===== src/rtl/alu_pkg.sv =====
// Shared ALU types and constants.
// Optional error counter is enabled with macro ALU_ERRCNT_EN.
package alu_pkg;

  localparam int W = 4;
  localparam int PW = 2 * W;
  localparam int CNT_W = 16;

  localparam logic [W-1:0] DZ_RESULT = 4'hF;
  localparam logic [CNT_W-1:0] CNT_MAX = '1;

  typedef enum logic [1:0] {
    ADD = 2'b00,
    SUB = 2'b01,
    MUL = 2'b10,
    DIV = 2'b11
  } op_e;

endpackage


===== src/rtl/alu_div4.sv =====
// Combinational restoring divider, one stage per quotient bit.
// Divide-by-zero forces the all-ones quotient.
module alu_div4
  import alu_pkg::*;
(
  input  logic [W-1:0] dividend,
  input  logic [W-1:0] divisor,
  output logic [W-1:0] quotient,
  output logic         dz
);

  logic [W:0]   rem;
  logic [W+1:0] trial;
  logic [W-1:0] q;

  always_comb begin
    rem   = '0;
    trial = '0;
    q     = '0;
    for (int i = W - 1; i >= 0; i--) begin
      rem   = {rem[W-1:0], dividend[i]};
      trial = {1'b0, rem} - {2'b00, divisor};
      // top bit set means the trial subtraction borrowed: restore
      if (!trial[W+1]) begin
        rem  = trial[W:0];
        q[i] = 1'b1;
      end
    end
  end

  assign dz       = (divisor == '0);
  assign quotient = dz ? DZ_RESULT : q;

endmodule


===== src/rtl/alu.sv =====
// 4-bit unsigned ALU: add/sub/mul/div, registered result.
// Define ALU_ERRCNT_EN to add the saturating divide-by-zero counter.
module alu
  import alu_pkg::*;
(
  input  logic             clk,
  input  logic             rst,
  input  logic [W-1:0]     A,
  input  logic [W-1:0]     B,
  input  logic [1:0]       Op,
  output logic [W-1:0]     C,
  output logic [W-1:0]     C_q,
  output logic             ovf,
`ifdef ALU_ERRCNT_EN
  output logic             dz,
  output logic [CNT_W-1:0] err_cnt
`else
  output logic             dz
`endif
);

  logic [W:0]    sum;
  logic [W:0]    diff;
  logic [PW-1:0] prod;
  logic [W-1:0]  div_q;
  logic          div_dz;
  op_e           op;

  assign op   = op_e'(Op);
  assign sum  = {1'b0, A} + {1'b0, B};
  assign diff = {1'b0, A} - {1'b0, B};

  // shift-and-add array: one partial product per bit of B
  always_comb begin
    prod = '0;
    for (int i = 0; i < W; i++) begin
      if (B[i]) begin
        prod = prod + ({{W{1'b0}}, A} << i);
      end
    end
  end

  alu_div4 u_div (
    .dividend (A),
    .divisor  (B),
    .quotient (div_q),
    .dz       (div_dz)
  );

  always_comb begin
    C   = '0;
    ovf = 1'b0;
    dz  = 1'b0;
    unique case (op)
      ADD: begin
        C   = sum[W-1:0];
        ovf = sum[W];
      end
      SUB: begin
        C   = diff[W-1:0];
        ovf = diff[W];
      end
      MUL: begin
        C   = prod[W-1:0];
        ovf = |prod[PW-1:W];
      end
      DIV: begin
        C  = div_q;
        dz = div_dz;
      end
    endcase
  end

  always_ff @(posedge clk or posedge rst) begin
    if (rst) begin
      C_q <= '0;
    end else begin
      C_q <= C;
    end
  end

`ifdef ALU_ERRCNT_EN
  always_ff @(posedge clk or posedge rst) begin
    if (rst) begin
      err_cnt <= '0;
    end else if (dz && err_cnt != CNT_MAX) begin
      err_cnt <= err_cnt + 1'b1;
    end
  end
`endif

endmodule


===== config.mk =====
export PLATFORM = sky130hd
export DESIGN_NAME = alu
export DESIGN_NICKNAME = d
export VERILOG_FILES = /design/src/rtl/alu_pkg.sv /design/src/rtl/alu_div4.sv /design/src/rtl/alu.sv
export SDC_FILE = /design/constraint.sdc
export NUM_CORES = 1
export LEC_CHECK = 0
export ABC_AREA = 1
export BUFFER_PORTS_ARGS = -buffer_cell sky130_fd_sc_hd__buf_4
export CAP_MARGIN = 10
export CORE_MARGIN = 5
export CORE_UTILIZATION = 52
export DETAILED_ROUTE_END_ITERATION = 10
export GPL_TIMING_DRIVEN = 0
export PLACE_DENSITY = 0.79
export SLEW_MARGIN = 20
export SYNTH_ARGS = -nofsm -noshare
export SYNTH_HDL_FRONTEND = slang
export SYNTH_SLANG_ARGS = --single-unit

===== constraint.sdc =====
create_clock -name clk -period 5.85 [get_ports clk]
set_input_delay 0 -clock clk [delete_from_list [all_inputs] [get_ports clk]]
set_output_delay 0 -clock clk [all_outputs]
set_load 0.02 [all_outputs]

Yosys cells after proc, flatten, opt, wreduce, memory -nomap -nowiden:

Cells that the tools add are included.

* reduce and logical (&&, ||, !) cells: 3
* eq/ne operators: 3
* muxes and demuxes: 15
* add/sub/neg operators: 9

Operator list (count)
* $mux 8: 3
* $mux 4: 5
* $sub 5x4->6: 3
* $pmux 4 s4: 1
* $add 8x6->8: 1
* $add 8x7->8: 1
* $add 4x5->6: 1
* $add 4x4->5: 1
* $mux 1: 5
* $sub 1x4->5: 1
* $sub 4x4->5: 1
* $eq 2x2->1 const B: 2
* $logic_not 4->1: 1
* $reduce_or 4->1: 1
* $pmux 1 s3: 1
* $eq 2x1->1 const B: 1
* $logic_not 2->1: 1

* bits in registers: 4
* input port bits: 12
* output and inout bits: 10
* logic and storage cells: 31

Depth between registers and ports, before layout:

* depth in word-level cells: 10
* gate-level depth with buffers: 29
* gate-level depth less buffers: 29

Modules after synthesis:

Synthesis repeated with hierarchy kept, for this count alone.

* cells, all modules: 247
* area total of the unflattened synthesis: 1600.3 um2

Modules (own cells, without submodules)
* alu: cells an instance 158, sequential area each 100.1 um2, area each 1021.0 um2, instances 1
* alu_div4: cells an instance 89, sequential area each 0.0 um2, area each 579.3 um2, instances 1

Least setup slack after synthesis:

No wires, ideal clock.

* path kind: input to register
* from: input A[3]
* to: register C_q[0]
* setup slack: 2.456 ns
* data required time: 5.675 ns
* arrival: 3.219 ns
* setup time: 0.175 ns
* stages: 28
* cells stage by stage: inv_1 -> ha_1 -> inv_1 -> ha_1 -> inv_1 -> nor2_1 -> ha_1 -> a21oi_1 -> nand2_1 -> nand2_1 -> nand2_4 -> nor2_2 -> a21oi_2 -> ha_1 -> a21oi_1 -> nand2_1 -> a21oi_1 -> nand2_2 -> inv_2 -> nand2_1 -> o21ai_0 -> ha_1 -> a21oi_1 -> o21bai_1 -> a21oi_1 -> nand2_1 -> nand2_1 -> nand2_1

* cells in the longest elaborated chain, start to end: 10

Ends and longest elaborated chain
* from (decl): RTL line alu.sv:8 `input logic [W-1:0] A,`
* $sub 1x4->5: RTL line alu_div4.sv:22 `trial = {1'b0, rem} - {2'b00, divisor};`
* $mux 4 *: RTL line alu_div4.sv:24 `if (!trial[W+1]) begin`
* $sub 5x4->6: RTL line alu_div4.sv:22
* $mux 4 *: RTL line alu_div4.sv:24
* $sub 5x4->6: RTL line alu_div4.sv:22
* $mux 4 *: RTL line alu_div4.sv:24
* $sub 5x4->6 *: RTL line alu_div4.sv:22
* $mux 1 *: RTL line alu_div4.sv:24
* $mux 4 *: RTL line alu_div4.sv:32 `assign quotient = dz ? DZ_RESULT : q;`
* $pmux 4 s4 *: RTL line alu.sv:54 `unique case (op)`
* via C[0]: RTL line alu.sv:11 `output logic [W-1:0] C,`
* to (signal assigned): RTL line alu.sv:76 `C_q <= '0;`
* to (signal assigned): RTL line alu.sv:78 `C_q <= C;`
* to (decl): RTL line alu.sv:12 `output logic [W-1:0] C_q,`

Mark *: on every way through the listed nets, which the timed path passes. The rest lies on a longest branch.

Worst setup path in the final report:

* from: input A[3]
* to: output C[0]

* cells in the longest elaborated chain, start to end: 10

Ends and longest elaborated chain (RTL line)
* $sub 1x4->5: alu_div4.sv:22
* $mux 4 *: alu_div4.sv:24
* $sub 5x4->6: alu_div4.sv:22
* $mux 4 *: alu_div4.sv:24
* $sub 5x4->6: alu_div4.sv:22
* $mux 4 *: alu_div4.sv:24
* $sub 5x4->6 *: alu_div4.sv:22
* $mux 1 *: alu_div4.sv:24
* $mux 4 *: alu_div4.sv:32
* $pmux 4 s4 *: alu.sv:54
* to (decl): alu.sv:11

Every way passes the cells marked *; elsewhere a longest branch is shown, timed or not.

==> metrics.cfg <==
[min_path]
holdPathStages=3
min_to=C_q[3]
holdCritStartpoint=B[3]
hp-class=input pin to flip-flop

[logic_synthesis]
synth-edff-count=0
synth_top_area_share_pct=28.52
ys.warnings.count=0
yosys-top-cells-count=nand2_1, inv_1, ha_1
syn_area_sq_mm=0.001535
synth_top_cell_by_area=ha_1
ys_ff_latch=4
post-synth-top-count-cell=nand2_1
ys_seq_area_share_pct=6.520
synthTopCellsByArea=ha_1, nand2_1, fa_1, inv_1, dfrtp_1
syn_inst=226
yosys.cell_types.count=32
synth_nets=280
syn_avg_cell_area_sq_um=6.793
synthArstFlopShare_pct=100.0
synthFlopType=dfrtp_1

[grt]
grt-ovfl-total=0
grt_pass1_vias=1411
grt_start_max_net_pins=14
antenna_found_initial=0
grt_pass1_wl_mm=6.023
track_usage_pct=17.48

[clock_network]
cts_max_level=1
cts_tree=yes
clockBufferDepth=2
postCtsHoldBufs=1
cts_repair_resize_count=0
cts-root-buf=clkbuf_4
cts.sinks=4
path_clk_slew_ns=0.04
cts_inserted_buffers=3
cts_setup_buffers=0

[cells_and_area]
nets=307
seqCellArea_sq_um=100.1
stdcell_count=282
fin_area_sq_mm=0.001764
synthToLayoutAreaGrowth_pct=14.91
multi_input_area_sq_mm=0.001281
fill_cells=257
largest_reg_flops=4
post-route-util_pct=63.43
regMostFlops=C_q
drive_gt1_share_pct=17.13
diodes=0
top_regs=C_q x4

[sta]
finalHoldViolations=0
fmax_mhz=256.9
maxSlewViolCount=0
final.min_clock_period_ns=3.893
rsz0062_at_grt=false
finalCritPeriodShare_pct=66.55
finalSetupTns_ns=0
finalWorstSetupSlack_ns=1.957
hold_slack_ns=0.1654
setup_viol=0

[route]
wl_per_cell_um=12.11
viasPerCell=5.103
vias=1439
postRouteAntennaNets=0
drc=0
drt_wl_total_mm=3.414
drt-initial-drc-count=64
drt_first_pass_iters=5

[pwr]
power_density_mw_per_mm2=150.4
ir_drop_mv=0.1411
p_leak_nw=0.9943
total_power_mw=0.2653

[floorplanning]
die_w_um=64.34
fp.dieH_um=64.34
num_rows=19
core_area_sq_mm=0.002781
initial_core_util_pct=55.20
dieArea_sq_mm=0.004139
io_pins=22

[setup_path]
crit_top_cell=nand2_1
startpoint_type=input pin
cpMaxStageDelayCell=ha_1
cpPeakStageDelay_ns=0.32
critical_path_arrival_ns=3.89
cp_data_required_time_ns=5.85
crit_fanout=9
critical_path_class=input pin to output pin
end_kind=output pin

[flow_run]
drv_cap=0

[placement]
postPlaceCellArea_sq_mm=0.001732
placed_cells=278
dp_worst_setup_slack_ns=1.988
io_buffers=21
place.detailed.hpwl_mm=2.865
place_congestion=0.8395

[outcome]
outcome=finished, final reports clean

-- power by group --
group | leakage (nW) | internal (mW) | switching, mW
clock | 0.0138 | 0.0230 | 0.0128
sequential | 0.0484 | 0.0329 | 0.00128
combinational | 0.932 | 0.0804 | 0.115
total | 0.994 | 0.136 | 0.129
-- placed cells by master, fill, tap and decap left out, types with 2 or more instances in the layout --
master	instances
dfrtp_1	4
xor2_1	2
nand3b_1	2
nand2_4	2
a21oi_1	14
a21oi_2	2
nor2_1	15
buf_4	21
nor3_1	2
inv_1	37
xnor2_1	3
o21ai_2	2
nand4_1	2
clkbuf_4	3
fa_1	7
nand2_2	5
ha_1	35
o21bai_1	2
nand3_1	15
inv_2	4
nand2_1	51
o21ai_0	8
-- how the worst max path moves through the flow --
stage | startpoint | to | slack [ns] | cells past startpoint
2_1_floorplan | A[3] | C_q[0] | 2.46 | 28
3_3_place_gp | A[3] | C[0] | 2.09 | 29
3_5_place_dp | A[3] | C[0] | 1.99 | 30
4_1_cts | A[3] | C[0] | 1.97 | 30
5_1_grt | A[3] | C[0] | 1.54 | 30
6_report | A[3] | C[0] | 1.96 | 30
-- cell type report --
cell class                 instances  share of cell area (%)
multi-input combinational        181                   72.62
timing repair buffer              22                   9.504
sequential                         4                   5.674
clock buffer                       3                   1.277
inverter                          41                   8.723
tap                               31                   2.199
-- cells by family (layout without fill, tap and decap cells) --
logic type | Yosys count | in the layout | share of synthesized area [%]
fa+ha+maj | 42 | 42 | 37.65
compound gates | 36 | 36 | 14.18
xor+xnor | 5 | 5 | 2.853
simple gates | 97 | 97 | 28.52
flops | 4 | 4 | 6.520
buf+inv | 41 | 66 | 10.02
other cells | 1 | 1 | 0.2443
-- per-layer routing --
layer  track usage, %  routed length, um
met1            22.95               1615
met2            30.22               1628
met3            1.401                159
met4            5.089                 11
met5                0                  0
-- worst max-delay path: cells and delay by family --
kind	cells	cell delay [ns]
compound gates	8	1.03
fa+ha+maj	5	1.24
buf+inv	5	0.54
simple gates	12	1.07
Power figures use the tool's default switching activity.
